===== src/rtl/wb_port_arbiter.sv =====
// Round-robin arbiter sharing the register-file write port among NREQ writeback sources.
// The winning request is registered onto {we, wb_rd, rddata} for exactly one cycle.
module wb_port_arbiter #(
  parameter int NREQ    = 3,
  parameter int DATA_W  = 32,
  parameter int RADDR_W = 6
) (
  input  logic                      clk,
  input  logic                      rst,
  input  logic                      stall,
  input  logic [NREQ-1:0]           req_valid,
  input  logic [NREQ*RADDR_W-1:0]   req_rd,
  input  logic [NREQ*DATA_W-1:0]    req_data,
  output logic [NREQ-1:0]           req_ready,
  output logic                      we,
  output logic [RADDR_W:0]          wb_rd,
  output logic [DATA_W-1:0]         rddata,
  output logic [63:0]               busy_mask
);

  localparam int IDX_W = (NREQ > 1) ? $clog2(NREQ) : 1;

  logic [IDX_W-1:0]   rr_ptr;
  logic [IDX_W-1:0]   grant_idx;
  logic [IDX_W-1:0]   next_ptr;
  logic [IDX_W-1:0]   scan_idx;
  logic [IDX_W:0]     scan_sum;
  logic               grant_vld;
  logic [RADDR_W-1:0] sel_rd;
  logic [DATA_W-1:0]  sel_data;

  logic               vld_p1;
  logic [RADDR_W:0]   wb_rd_p1;
  logic [DATA_W-1:0]  rddata_p1;
  logic [63:0]        busy_p1;

  // Stage 0: circular priority search starting at rr_ptr
  always_comb begin
    grant_vld = 1'b0;
    grant_idx = '0;
    scan_sum  = '0;
    scan_idx  = '0;
    for (int k = 0; k < NREQ; k++) begin
      scan_sum = {1'b0, rr_ptr} + (IDX_W+1)'(k);
      if (scan_sum >= (IDX_W+1)'(NREQ))
        scan_sum = scan_sum - (IDX_W+1)'(NREQ);
      scan_idx = scan_sum[IDX_W-1:0];
      if (!grant_vld && req_valid[scan_idx]) begin
        grant_vld = 1'b1;
        grant_idx = scan_idx;
      end
    end
    if (stall || rst)
      grant_vld = 1'b0;
  end

  always_comb begin
    req_ready = '0;
    sel_rd    = '0;
    sel_data  = '0;
    if (grant_vld)
      req_ready[grant_idx] = 1'b1;
    for (int i = 0; i < NREQ; i++) begin
      if (grant_vld && grant_idx == IDX_W'(i)) begin
        sel_rd   = req_rd[i*RADDR_W +: RADDR_W];
        sel_data = req_data[i*DATA_W +: DATA_W];
      end
    end
  end

  assign next_ptr = (grant_idx == IDX_W'(NREQ-1)) ? '0 : grant_idx + 1'b1;

  // Stage 1: registered write port; x0 writes are accepted but never reach the port
  always_ff @(posedge clk) begin
    if (rst) begin
      rr_ptr    <= '0;
      vld_p1    <= 1'b0;
      wb_rd_p1  <= '0;
      rddata_p1 <= '0;
      busy_p1   <= '0;
    end else begin
      if (grant_vld)
        rr_ptr <= next_ptr;
      if (grant_vld && sel_rd != '0) begin
        vld_p1    <= 1'b1;
        wb_rd_p1  <= {1'b1, sel_rd};
        rddata_p1 <= sel_data;
        busy_p1   <= 64'(1) << sel_rd;
      end else begin
        vld_p1    <= 1'b0;
        wb_rd_p1  <= '0;
        rddata_p1 <= '0;
        busy_p1   <= '0;
      end
    end
  end

  assign we        = vld_p1;
  assign wb_rd     = wb_rd_p1;
  assign rddata    = rddata_p1;
  assign busy_mask = busy_p1;

endmodule


===== config.mk =====
export PLATFORM = sky130hd
export DESIGN_NAME = wb_port_arbiter
export DESIGN_NICKNAME = d
export VERILOG_FILES = /design/src/rtl/wb_port_arbiter.sv
export SDC_FILE = /design/constraint.sdc
export NUM_CORES = 1
export LEC_CHECK = 0
export ABC_AREA = 1
export CORE_MARGIN = 4
export CORE_UTILIZATION = 30
export CTS_CLUSTER_DIAMETER = 200
export DETAILED_ROUTE_END_ITERATION = 12
export PLACE_DENSITY_LB_ADDON = 0.12
export SLEW_MARGIN = 20
export SYNTH_ARGS = -nofsm -noshare
export SYNTH_HDL_FRONTEND = slang
export SYNTH_SLANG_ARGS = --single-unit

===== constraint.sdc =====
create_clock -name clk -period 2.5 [get_ports clk]
set_input_delay 0.5 -clock clk [delete_from_list [all_inputs] [get_ports clk]]
set_output_delay 0.5 -clock clk [all_outputs]
set_load 0.02 [all_outputs]

Word level (Yosys, flattened, before mapping)
Cells that the tools add are included.
{"block": "word_totals", "reg_bits": 106, "word_cells": 65}
{"block": "op_classes", "shift": 1, "add_sub_neg": 6, "n_eq_ne": 2, "reduce_logical": 13, "mux": 28, "bitwise": 1, "order_cmp": 8}
{"op": "$mux W32", "count": 3}
{"op": "$shl A1 B6 Y64 const A", "count": 1}
{"op": "$mux W6", "count": 3}
{"op": "$mux W2", "count": 7}
{"op": "$lt A2 B3 Y1 const B", "count": 4}
{"op": "$mux W1", "count": 9}
{"op": "$logic_and A1 B1 Y1", "count": 7}
{"op": "$mux W7", "count": 1}
{"op": "$bmux W1 S2", "count": 3}
{"op": "$ge A3 B2 Y1 const B", "count": 2}
{"op": "$reduce_bool A6 Y1", "count": 1}
{"op": "$sub A2 B2 Y2 const B", "count": 3}
{"op": "$add A2 B1 Y3 const B", "count": 1}
{"op": "$add A2 B2 Y3 const B", "count": 1}
{"op": "$mux W3", "count": 1}
{"op": "$add A2 B1 Y2 const B", "count": 1}
{"op": "$demux W1 S2", "count": 1}
{"op": "$eq A2 B1 Y1 const B", "count": 1}
{"op": "$eq A2 B2 Y1 const B", "count": 1}
{"op": "$ge A2 B1 Y1 const B", "count": 1}
{"op": "$ge A2 B2 Y1 const B", "count": 1}
{"op": "$logic_not A1 Y1", "count": 2}
{"op": "$logic_not A2 Y1", "count": 1}
{"op": "$reduce_or A2 Y1", "count": 1}
{"op": "2 further kinds", "count": 2}

Logic depth before layout (Yosys ltp)
{"block": "logic_depth", "ltp_word": 20, "ltp_mapped": 19, "ltp_nobuf": 18}

Worst setup path after synthesis
Ideal clock, no wire load.
{"block": "synth_timing", "path_kind": "reg2out", "start": "reg rr_ptr[0]", "end": "out req_ready[0]", "slack_ps": -107, "required_ps": 2000, "arrival_ps": 2107, "path_buffers": 1, "stages_incl_launch_ff": 13, "cell_sequence": "dfxtp_1 inv_1 ha_1 inv_2 nand3_1 nand2_1 inv_2 nand3_1 nor2_1 nor2_4 nand2_1 nor2_2 clkbuf_1"}
{"block": "synth_between", "elab_chain_cells": 16, "elab_cells_between_ends": 34, "classes_between": "add/sub (5); order compare (5); mux (19); reduce/logical (5)"}
{"element": "start, declared", "line_no": "23", "source": "logic [IDX_W-1:0] rr_ptr;"}
{"element": "start signal, assigned", "line_no": "83", "source": "rr_ptr <= next_ptr;"}
{"element": "parallel branches: the longest is 15 deep, another holds $add A2 B1 Y3"}
{"element": "$mux W3 (*)", "line_no": "61", "source": "if (grant_vld)"}
{"element": "end, declared", "line_no": "14", "source": "output logic [NREQ-1:0] req_ready,"}
Mark *: on every way between the ends. The select of a mux whose other input is x is not followed.

Final worst setup path
{"block": "layout_timing", "start": "reg rr_ptr[0]", "end": "reg busy_p1[20], in the netlist busy_mask[20]"}
{"block": "layout_between", "elab_chain_cells": 20, "elab_cells_between_ends": 42, "classes_between": "add/sub (5); order compare (3); eq/ne (2); shift (1); mux (19); bitwise (1); reduce/logical (11)"}
{"element": "parallel branches: the longest is 20 deep, another holds $add A2 B1 Y3"}
{"element": "end signal, assigned", "line_no": "88", "source": "busy_p1 <= 64'(1) << sel_rd;"}
{"element": "end, declared", "line_no": "35", "source": "logic [63:0] busy_p1;"}
Parallel ways; which one is timed is not known. The select of a mux whose other input is x is not followed.
A chain may end at the register's enable or synchronous reset.

==> results <==
- The worst-path maximum fanout is 6.
- Dividing the detail-routed wire length by the instance count gives 15.45 um.
- The overall overflow remaining after global route is 0.
- The floorplan step set the die height to 124.0 um.
- For this block, the via count after detailed routing is 4,482.
- The HPWL after detailed placement is 11,010 um.
- The startpoint identified for the worst hold timing path is rr_ptr[1]$_SDFFE_PP0P_.
- The number of different library cells in the post-synthesis netlist is 25.
- Wires add up to 15,310 um.
- The H-tree generated during clock tree synthesis spans 3 levels.
- The worst register-to-register path begins at rr_ptr[0]$_SDFFE_PP0P_.
- At the end of the flow, the number of nets in the layout was 933.
- The worst flop-to-flop path endpoint is busy_mask[20]$_SDFF_PP0_.
- The number of DRC markers after the initial detailed-route iteration is 287.
- The smallest hold slack is 505.5 ps.
- The capturing element type of the critical path is a register.
- Setup repair after global routing could not meet its margin everywhere.
- The maximum clock skew at final layout is 6.979 ps.
- Of all flip-flops after synthesis, the portion carrying an async set or reset was 0%.
- The number of cells on the worst reg-to-reg path is 19.
- The total area inside the core boundary comes to 13,190 um^2.
- The cell sitting at the root of the clock tree is a clkbuf_16.
- The worst path in the final design needs a cycle of 2564 ps, including I/O delays and setup.
- nand2_1 is the most common cell in the netlist.
- The post-CTS clock slew at the launch and capture registers of the worst setup and hold paths is 70 ps.
- The final cycle utilization of the critical path is 102.6%.
- The hold-critical path depth is 2.
- Data on the critical path arrives at its endpoint at 2800 ps.
- The clock buffer count from CTS is 9.
- Ranked by total cell area, the synthesized netlist is headed by dfxtp_1 (52%), nand2_1 (12%), a21oi_1 (8.2%).
- The share of the Yosys chip area taken by registers is 52.04%.
- The worst hold-check path type is register to register.
- Dividing total power by cell area gives a power density of 773.9 nW/um^2.
- The wire length of the first global-routing pass is 22,550 um.
- The checks that failed: negative setup slack.
- STA puts the critical path data required time at 2740 ps.
- The number of rows created at floorplan is 42.
- The destination of the worst hold path is rr_ptr[1]$_SDFFE_PP0P_.
- Max-cap violations in this run came to 0.
- The worst setup path category is register to register.
- After routing, the total negative slack on setup checks comes to -1191 ps.
- The cell count after synthesis is 510.
- The number of slew-limit violations in the final report came to 0.
- For this run, design rule violations remaining after detail routing come to 0.
- The least setup slack across all paths after layout is -63.94 ps.
- After detailed placement, the total cell area comes to 6817 um^2.
- Pin placement for this block handled 227 I/O pins.
- The maximum clock frequency is 390.0 MHz.
- Sorting the synthesized cells by how often they occur yields nand2_1 (131), dfxtp_1 (105), nor2_1 (68).
- Fill cells in the final layout number 1,114.
- The Yosys warning count is 0.
- The post-route cell area is 8218 um^2.
- The final count of negative-setup-slack endpoints is 34.
- The area added between synthesis and finish is 103.5%.
- In the synthesized netlist the dominant register cell turns out to be dfxtp_1.
- The number of buffers added on ports is 226.
- The post-synthesis area per instance is 7.919 um^2.
- The post-route netlist has 27.36% of its cells at a drive strength greater than 1.
- The maximum clock insertion buffer count is 2.
- The congestion estimate from routability-driven global placement came to 0.8928.
- The hold violation total from the final report came to 0.
- The flop-to-flop setup slack is -60 ps.
- The clock tree from TritonCTS is yes.
- The hold-fix buffer count after cts is 0.
- The repair_antennas step left the layout with diodes totalling 0.
- STA classifies the critical path startpoint as a register.
- Counting flops with a built-in enable in the synthesized netlist gives 0.
- The cell leakage power is 3.337 nW.
- The antenna violation net count after detailed routing is 0.
- Using the TritonRoute via totals, the vias-per-cell ratio works out to 4.523.
- In this run, synthesis produced a sequential element count of 105.
- The sink count of the clock tree is 105.
- After synthesis, the largest area contributor takes up 52.04% of total cell area.
- The global-route usage over all layers is 18.95%.
- Once the floorplan was initialized, standard cells occupied 30.62% of the core.
- In this run the cell area of the synthesized design comes to 4039 um^2.
- The total nets after synthesis is 633.
- The initial antenna violation count was 0.
- The die covers 15,380 um^2.
- Across the VDD grid, the largest voltage drop is 332.2 uV.
- The die is 124.0 um wide.
- The flow ran to the end, but the final reports show violations.
- At the later pin of the worst-skew pair, clock insertion delay measures 350 ps.
- The most area-hungry cell type in the Yosys netlist is dfxtp_1.
- The maximum number of pins on one net before global-route repair is 23.
- The number of detailed-route iterations in the first pass is 6.
- The number of global-route vias before repair is 4,534.
## per-stage QoR
stage / cells / power (mW) / setup WS (ps) / utilization, %
floorplan: 510 / 2.897 / 24.89 / -
global placement: 934 / 3.847 / -528.6 / 51.68
detailed placement: 934 / 3.852 / -567.0 / 51.68
CTS: 979 / 6.084 / -87.91 / 59.66
global route: 991 / 6.655 / -178.7 / 62.30
finish: 991 / 6.360 / -63.94 / 62.30
## layer usage
layer	vias up	track usage, %	part of all wire [%]
li1	2268	-	-
met1	2034	20.26	37
met2	164	34.57	53
met3	16	7.130	9.0
met4	0	5.681	1.2
met5	-	0	0
## worst max-delay path by stage
stage	startpoint	endpoint	slack (ps)	cells past startpoint
detailed placement	req_valid[1]	req_ready[1]	-570	11
global route	rr_ptr[0]$_SDFFE_PP0P_	busy_mask[15]$_SDFF_PP0_	-180	19
floorplan	rr_ptr[0]$_SDFFE_PP0P_	req_ready[1]	20	11
global placement	req_valid[1]	req_ready[0]	-530	10
finish	rr_ptr[0]$_SDFFE_PP0P_	busy_mask[20]$_SDFF_PP0_	-60	19
CTS	rr_ptr[0]$_SDFFE_PP0P_	req_ready[0]	-90	11
## area by class of cell
cell class	count	area, um^2	area share, %
Clock buffer	9	225.2	2.741
Clock inverter	7	90.09	1.096
Inverter	21	96.34	1.172
Multi-Input combinational cell	353	2086	25.38
Sequential cell	105	2105	25.61
Tap cell	176	220.2	2.680
Timing Repair Buffer	320	3396	41.32
## flip-flops by register name, indices dropped and copies added (netlist names)
signal	count
busy_mask	64
rddata	32
wb_rd	6
rr_ptr	2
we	1
## cell families (layout without fill, tap and decap cells)
logic type               after synthesis  in the layout  share of synthesized area, %
AO/OA/AOI/OAI                         74             74                         10.01
adder cells (fa/ha/maj)                3              3                        0.9295
buffers and inverters                 52            357                         6.475
flip-flops                           105            105                         52.04
other                                  1              1                       0.09285
AND/OR/NAND/NOR                      275            275                         30.45
## power breakdown
part           switching [mW]  total, mW  internal (mW)  leakage, nW
Clock                   0.668       1.47          0.798        0.147
Combinational            1.49       3.04           1.55         2.34
Sequential             0.0435       1.85           1.81        0.851
## cell usage in the layout, fill, tap and decap left out, types with 2 or more instances in the layout
| cell | netlist | final |
|---|---|---|
| a21oi_1 | 66 | 34 |
| a21oi_2 | 1 | 32 |
| a21oi_4 | 1 | 2 |
| buf_12 | 0 | 9 |
| buf_16 | 0 | 7 |
| buf_4 | 10 | 49 |
| buf_6 | 2 | 27 |
| clkbuf_16 | 0 | 13 |
| clkdlybuf4s50_1 | 0 | 220 |
| clkinvlp_4 | 0 | 2 |
| dfxtp_1 | 105 | 103 |
| dfxtp_2 | 0 | 2 |
| dlymetal6s2s_1 | 0 | 2 |
| ha_4 | 0 | 2 |
| inv_1 | 14 | 10 |
| inv_2 | 6 | 7 |
| inv_4 | 1 | 2 |
| inv_6 | 0 | 2 |
| inv_8 | 0 | 2 |
| nand2_1 | 131 | 112 |
| nand2_2 | 4 | 16 |
| nand2_4 | 2 | 8 |
| nand3_1 | 26 | 16 |
| nand3_2 | 4 | 8 |
| nand3_4 | 0 | 6 |
| nand4_1 | 32 | 32 |
| nor2_1 | 68 | 61 |
| nor2_2 | 5 | 7 |
| nor2_4 | 3 | 8 |
| o21ai_2 | 2 | 3 |
| o21ai_4 | 1 | 3 |
## worst max-delay path, stage by stage, from the launching register on
cell and delay (ps):
dfxtp_2 340, inv_2 50, ha_4 300, inv_6 50
nand2_4 60, nand2_4 60, nand2_2 80, nand3_4 90
buf_4 150, o21ai_4 200, nor2_4 80, buf_6 140
nand2_2 70, nand3_4 70, buf_6 130, nor2_2 100
nand3_2 130, nand2_8 150, clkbuf_16 160, nor2_1 40
## repair_timing
item	4_1_cts	5_1_grt
cloned	9	5
pin swaps	51	33
resized for setup	121	50
setup endpoints to repair	100	99
buffers inserted	21	9
Note: power is estimated with default switching activity, not from simulation.
